===== src/rtl/mix_engine.sv =====
// mix_engine: multi-round lane mixer with valid/ready job handshake and completed-job counter
module mix_engine #(
    parameter int WIDTH = 32,
    parameter int LANES = 8,
    parameter int RW    = 4
) (
    input  logic                   clk,
    input  logic                   rst_n,
    input  logic                   in_valid,
    output logic                   in_ready,
    input  logic [LANES*WIDTH-1:0] in_data,
    input  logic [RW-1:0]          in_rounds,
    output logic                   out_valid,
    input  logic                   out_ready,
    output logic [LANES*WIDTH-1:0] out_data,
    output logic                   busy,
    output logic [15:0]            job_count
);
    typedef enum logic [1:0] {IDLE, MIX, DONE} state_t;
    state_t state, state_nx;
    logic [WIDTH-1:0] s [LANES];
    logic [WIDTH-1:0] mixed [LANES];
    logic [RW-1:0] r, rounds;
    logic accept, take;

    assign accept = in_valid && in_ready;
    assign take   = out_valid && out_ready;

    // state register
    always_ff @(posedge clk or negedge rst_n) begin
        if (!rst_n) state <= IDLE;
        else state <= state_nx;
    end

    // next-state: zero-round jobs skip MIX; the last round is the one where r hits R-1
    always_comb begin
        state_nx = state;
        case (state)
            IDLE:    state_nx = in_valid ? ((in_rounds != '0) ? MIX : DONE) : IDLE;
            MIX:     state_nx = (r == rounds - RW'(1)) ? DONE : MIX;
            DONE:    state_nx = out_ready ? IDLE : DONE;
            default: state_nx = IDLE;
        endcase
    end

    // handshake and status outputs decoded from state
    always_comb begin
        in_ready  = (state == IDLE);
        busy      = (state == MIX);
        out_valid = (state == DONE);
    end

    // one mix round, every lane computed from the pre-round values
    always_comb begin
        for (int i = 0; i < LANES; i++)
            mixed[i] = ((s[i] + s[(i + 1) % LANES]) ^ (s[(i + LANES - 1) % LANES] << (WIDTH / 2))) + WIDTH'(r);
    end

    // lane, round-index and round-count registers; inputs are only sampled on accept
    always_ff @(posedge clk or negedge rst_n) begin
        if (!rst_n) begin
            s      <= '{default: '0};
            r      <= '0;
            rounds <= '0;
        end else if (accept) begin
            for (int i = 0; i < LANES; i++) s[i] <= in_data[i*WIDTH +: WIDTH];
            rounds <= in_rounds;
            r      <= '0;
        end else if (state == MIX) begin
            s <= mixed;
            r <= r + RW'(1);
        end
    end

    // completed-job counter, wraps naturally at 16 bits
    always_ff @(posedge clk or negedge rst_n) begin
        if (!rst_n) job_count <= '0;
        else if (take) job_count <= job_count + 16'd1;
    end

    // lanes packed back onto the output bus
    always_comb begin
        out_data = '0;
        for (int i = 0; i < LANES; i++) out_data[i*WIDTH +: WIDTH] = s[i];
    end
endmodule


===== config.mk =====
export PLATFORM = sky130hd
export DESIGN_NAME = mix_engine
export DESIGN_NICKNAME = d
export VERILOG_FILES = /design/src/rtl/mix_engine.sv
export SDC_FILE = /design/constraint.sdc
export NUM_CORES = 1
export LEC_CHECK = 0
export CAP_MARGIN = 20
export CELL_PAD_IN_SITES_DETAIL_PLACEMENT = 1
export CELL_PAD_IN_SITES_GLOBAL_PLACEMENT = 1
export CORE_UTILIZATION = 30
export DETAILED_ROUTE_END_ITERATION = 7
export GPL_ROUTABILITY_DRIVEN = 0
export MAX_ROUTING_LAYER = met4
export PLACE_DENSITY = 0.64
export SYNTH_ARGS = -nofsm -noshare
export SYNTH_HDL_FRONTEND = slang
export SYNTH_SLANG_ARGS = --single-unit

===== constraint.sdc =====
create_clock -name clk -period 4.5 [get_ports clk]
set_clock_uncertainty 0.1 [all_clocks]
set_input_delay 0.675 -clock clk [delete_from_list [all_inputs] [get_ports clk]]
set_output_delay 0.675 -clock clk [all_outputs]
set_load 0.03 [all_outputs]

==> out/metrics.cfg <==
[synth]
yosys_register_bits=282
synth_top_cell_by_area=dfrtp_1
synthesis.area_mm2=0.0335
yosys_warnings=0
synth-edff-count=0
yosys-top-cells-area=dfrtp_1 21%, ha_1 11%, xnor2_1 9.3%, nand2_1 7.3%, a21oi_1 5.5%
ys_seq_area_share_pct=21.1
synth_top_family_by_area=compound AO/OA/AOI/OAI gates
syn_avg_cell_area_um2=7.69
synth.most_common_cell=nand2_1
synth-compound-area-share_pct=25.5
synth_commonest_cells=647 x nand2_1, 366 x a21oi_1, 354 x xnor2_1
async_reset_ff_share_pct=100
yosys.area.top_type_share_pct=21.1
yosys.area_share.xor_xnor_pct=13.9
synth.distinct_cells=119
synthMuxAreaShare_pct=0.744
synth-main-ff-cell=dfrtp_1
syn-num-nets=4917
synth_fa_ha_area_share_pct=11.5
synth_cells=4354
synth-simple-area-share_pct=24.1

[critical_path]
cp-end-kind=flop
worstRegToRegCells=15
cp-startpoint=out_data[33]
critPathKind=flop to flop
timing.critical_path.to=out_data[63]
timing.rr.start=out_data[33]
ff2ff_setup_slack_ps=90
reg2reg_to=out_data[63]
startpoint_type=flop
worst_ep_arrival_time_ps=4820
critical_path.max_fanout=5
required_ps=4910

[layout]
drive_gt1_share_pct=9.19
fin_nets=5582
nFillCells=13400
regArea_mm2=0.00706
multiInputGateArea_mm2=0.0255
areaGrowthSynthToFinish_pct=30.4
fin_cells=6542
post-route-util_pct=39.5

[timing]
hold_violations=0
relSlewSlack_pct=29.0
setup_ws_ps=91.0
fin_worst_hold_slack_ps=387
setup_viol=0
fin_crit_ps=4410
post-route-period-util_pct=98.0
worstMarginPinSlew_ps=1070
report.final.slew_viol_count=0
clock.fmax_mhz=227

[routing]
first_iter_violations=2463
viasPerCell=5.73
ant_nets=0
first_pass_iters=5
drcViolationCount=0
vias=37500
totalWireLength_um=178000
drt-wirelength-per-cell_um=27.2

[die]
die_h_um=336
initial_utilization_pct=30.3
die_x_um=336
pin_count=539
dieArea_mm2=0.113
core_area_mm2=0.111
rows=122

[placed_design]
dp_cells=6459
dp_slack_ps=122
port_buffers=538
dp_hpwl_um=144000

[clock_network]
cts_tree=built
clock_sinks=282
htreeDepth=2
cts_made_buffers=41
path_clk_slew_ps=60
clockBufferDepth=3
cts-root-buf=clkbuf_16
clk_latency_ps=630

[hold_path]
whs_path_depth=1
hp-class=flop to flop

[status]
status=completed

[global_routing]
grt_pass1_wl_um=255000
grt_max_degree=113
antenna_found_initial=10
grt_overflow_total=0
grt_pass1_vias=37700
track_usage_pct=31.4

[flow_run]
cap_viol_max_count=0

[worst max-delay path, stage by stage, from the launching register on]
cell and delay (ps):
dfrtp_2 460, ha_1 330, a211o_1 320, a21o_1 200, buf_4 160, o211a_1 280, o21ai_0 410, buf_4 200
nand3_1 70, o311ai_1 160, nand2b_1 140, or4_1 570, nor4b_2 240, buf_4 170, mux2_1 310, and4b_1 170
[logic make-up after synthesis]
family	count (synthesis)
flops	282
mux	24
compound gates	1312
xor+xnor	530
buf+inv	262
simple gates	1645
fa+ha+maj	299
[routing by layer]
metal | vias to the layer above | wire length, um | part of all wire, % | GRT usage [%]
li1 | 17300 | - | - | -
met1 | 18800 | 79700 | 45 | 40.6
met2 | 1124 | 80600 | 45 | 49.3
met3 | 272 | 9870 | 5.5 | 4.73
met4 | 0 | 7660 | 4.3 | 12.1
met5 | - | 0 | 0 | -
[cells in the final DEF, fill, tap and decap left out, types with 19 or more instances in the layout]
cell type / count
dfrtp_1: 277
a21oi_1: 362
a211oi_1: 28
o21ai_1: 26
and3_1: 76
o22ai_1: 39
xnor2_1: 352
nand3_1: 122
nor4_1: 32
and2_1: 44
clkbuf_16: 41
nor3_1: 88
clkdlybuf4s50_1: 537
nand2_1: 645
ha_1: 283
a21o_1: 137
nor2_1: 309
nand2b_1: 30
inv_1: 85
buf_4: 249
nor2b_1: 34
o21bai_1: 36
o211ai_1: 37
o31ai_1: 24
a31oi_1: 113
o21ai_0: 218
xor2_1: 173
nand4_1: 72
or3_1: 36
and4_1: 19
o21a_1: 51
a22oi_1: 45
[worst min-delay path by stage]
stage | startpoint | to | slack, ps
floorplan | rst_n | job_count[0] | 280
global placement | job_count[15] | job_count[15] | 360
detailed placement | job_count[15] | job_count[15] | 380
CTS | job_count[15] | job_count[15] | 390
global route | job_count[15] | job_count[15] | 410
finish | job_count[15] | job_count[15] | 390
[repair_timing]
action,CTS,global route
hold endpoints to repair,23,0
hold buffers,1,0
resized for setup,0,30
endpoints found under the setup margin,0,42
setup buffers,0,4
[area by class of cell]
type	count	area share, %
Multi-Input combinational cell	3810	58.5
Timing Repair Buffer	798	17.1
Sequential cell	282	16.2
Tap cell	1488	4.26
Clock buffer	54	2.62
Inverter	86	0.750
Clock inverter	18	0.604
Antenna cell	6	0.0344
[sequential cells by signal, summed over array words and instances (netlist names)]
register and count:
job_count 16, out_data 256, r 4, rounds 4, state 2
[per-stage QoR]
| stage | TNS [ps] | instance area, um2 |
|---|---|---|
| after floorplan | 0 | 33500 |
| after global routing | -18.9 | 43700 |
| after detailed placement | 0 | 42100 |
| final | 0 | 43700 |
| after global placement | 0 | 42100 |
| after CTS | 0 | 43500 |
Power is not shown: default switching activity piles up to over one toggle a cycle in this logic, so the estimate is an artifact.
==> variant, RTL diff (same settings) <==
`WIDTH`: 32 -> 36.
--- a/src/rtl/mix_engine.sv
+++ b/src/rtl/mix_engine.sv
@@ -1,6 +1,6 @@
 // mix_engine: multi-round lane mixer with valid/ready job handshake and completed-job counter
 module mix_engine #(
-    parameter int WIDTH = 32,
+    parameter int WIDTH = 36,
     parameter int LANES = 8,
     parameter int RW    = 4
 ) (
Interface: changed (resized in_data and out_data); port bits go from 539 to 603. The function was not compared with the original's and may differ.
==> variant against the unedited design <==
The flow now finishes with violations (hold timing); sequential share of layout area is 0.52 points lower; synthesized area grew 16%; sequential cell count increased by 32; die area is 15% higher; worst setup slack better by 0.0094 ns; routed wire length increased by 18%; design area rose by 15%; largest cell class unchanged; highest routed layer unchanged.
Power is left out: the tool's default activity adds up to more than one toggle a clock period on the data nets, which glitch-free logic cannot reach.
==> variant: results (changes against the unedited design) <==
run_status:
  outcome: "finished, violations left"
  violations: "hold timing"
yosys:
  synth_common_cells: "nand2_1, a21oi_1, xnor2_1, nor2_1, ha_1"
  syn_nets: 5681  # +16%
  synth_area_leaders: "dfrtp_1, ha_1, xnor2_1, nand2_1, a21oi_1"
  yosysUniqueCellTypes: 128  # +7.6%
  synth-seq-area-share_pct: 20.3  # -0.77 points
drt:
  drtIter0Drc: 3487  # +42%
  wl_per_cell_um: 28.1  # +3.3%
placed_design:
  pre_cts_ws_ns: 0.0600  # -0.0622 ns
  dpl.hpwl_mm: 170  # +18%
finish:
  drive_above_1_share_pct: 10.1  # +0.93 points
  nFillCells: 15448  # +16%
global_route:
  antenna_found_initial: 5  # -5
  track_usage_pct: 32.0  # +0.50 points
  grt_pass1_wl_mm: 303  # +19%
  grt_use_met3_pct: 4.02  # -0.71 points
  grtUsageMet2_pct: 49.7  # +0.45 points
  grt_pass1_vias: 43762  # +16%
setup_path:
  path_max_fanout: 6  # +1
  cp.arrival_ns: 4.78  # -0.04 ns
cts:
  cts_buffers: 47  # +15%
  worstSkewPairLatency_ns: 0.65  # +0.02 ns
timing:
  slew-limit-headroom_pct: 39.2  # +10 points
  hold_ws_ns: -0.0398  # -0.427 ns
  hold_viol_final: 16  # +16
hold_path:
  hp-class: "input pin to asynchronous set/reset pin"
variant: changes by cell type in the layout (fill, tap and decap cells not counted), sizes merged, moves of 42 or more:
cell,change
buf,+54
clkdlybuf4s50,+64
o21ai,+47
nand2,+65
and3,+42
nor2,+50
a21oi,+73
variant: layout make-up:
type	instances	share of cell area (%)
multi-input cells	4437	59.7
repair buffers	915	16.9
flip-flops and latches	314	15.7
well taps	1662	4.14
clock buffers	63	2.70
inverters	71	0.540
clock inverters	17	0.361
diodes	2	0.00995
variant: logic make-up (layout without fill, tap and decap cells):
group | count (synthesis) | count (layout) | synth area share (%)
AOI/OAI and AO/OA | 1516 | 1516 | 25.9
xor gates and xnor gates | 590 | 590 | 13.4
adders and majority gates | 331 | 331 | 11.0
buffers and inverters | 303 | 1066 | 3.06
DFF | 314 | 314 | 20.3
muxes | 39 | 39 | 1.04
other | 0 | 2 | 0
and+or+nand+nor | 1961 | 1961 | 25.3
variant: final timing paths:
| path | startpoint | cells past startpoint | to | slack, ns |
|---|---|---|---|---|
| min in group clk | job_count[15] | 1 | job_count[15] | 0.38 |
| hold reg to reg | job_count[15] | 1 | job_count[15] | 0.38 |
| hold / removal | rst_n | 1 | out_data[59] | -0.04 |
| setup / recovery | out_data[36] | 13 | out_data[34] | 0.10 |
| max in group asynchronous | rst_n | 2 | out_data[252] | 3.31 |
| setup reg to reg | out_data[36] | 13 | out_data[34] | 0.10 |
variant: repair_timing:
action | 4_1_cts | 5_1_grt
gates resized for setup | 0 | 70
buffers inserted | 0 | 9
endpoints found under the setup margin | 0 | 74
variant: per-layer routing:
metal / vias to the layer above / share of wire [%] / wire length (µm)
li1: 20050 / - / -
met1: 22204 / 45 / 93900
met2: 1603 / 45 / 93700
met3: 325 / 6.7 / 14000
met4: 0 / 4.1 / 8580
met5: - / 0 / 0
variant: through the flow:
step | setup TNS, ns | instance area, µm² | std cells | hold WS [ns] | util [%]
floorplan | 0 | 38700 | 5054 | 0.279 | -
global placement | 0 | 48300 | 7390 | 0.363 | 37.8
detailed placement | 0 | 48300 | 7390 | 0.367 | 37.8
CTS | 0 | 49900 | 7470 | 0.00366 | 39.0
global route | -0.128 | 50300 | 7481 | 0.0271 | 39.3
finish | 0 | 50300 | 7481 | -0.0398 | 39.3
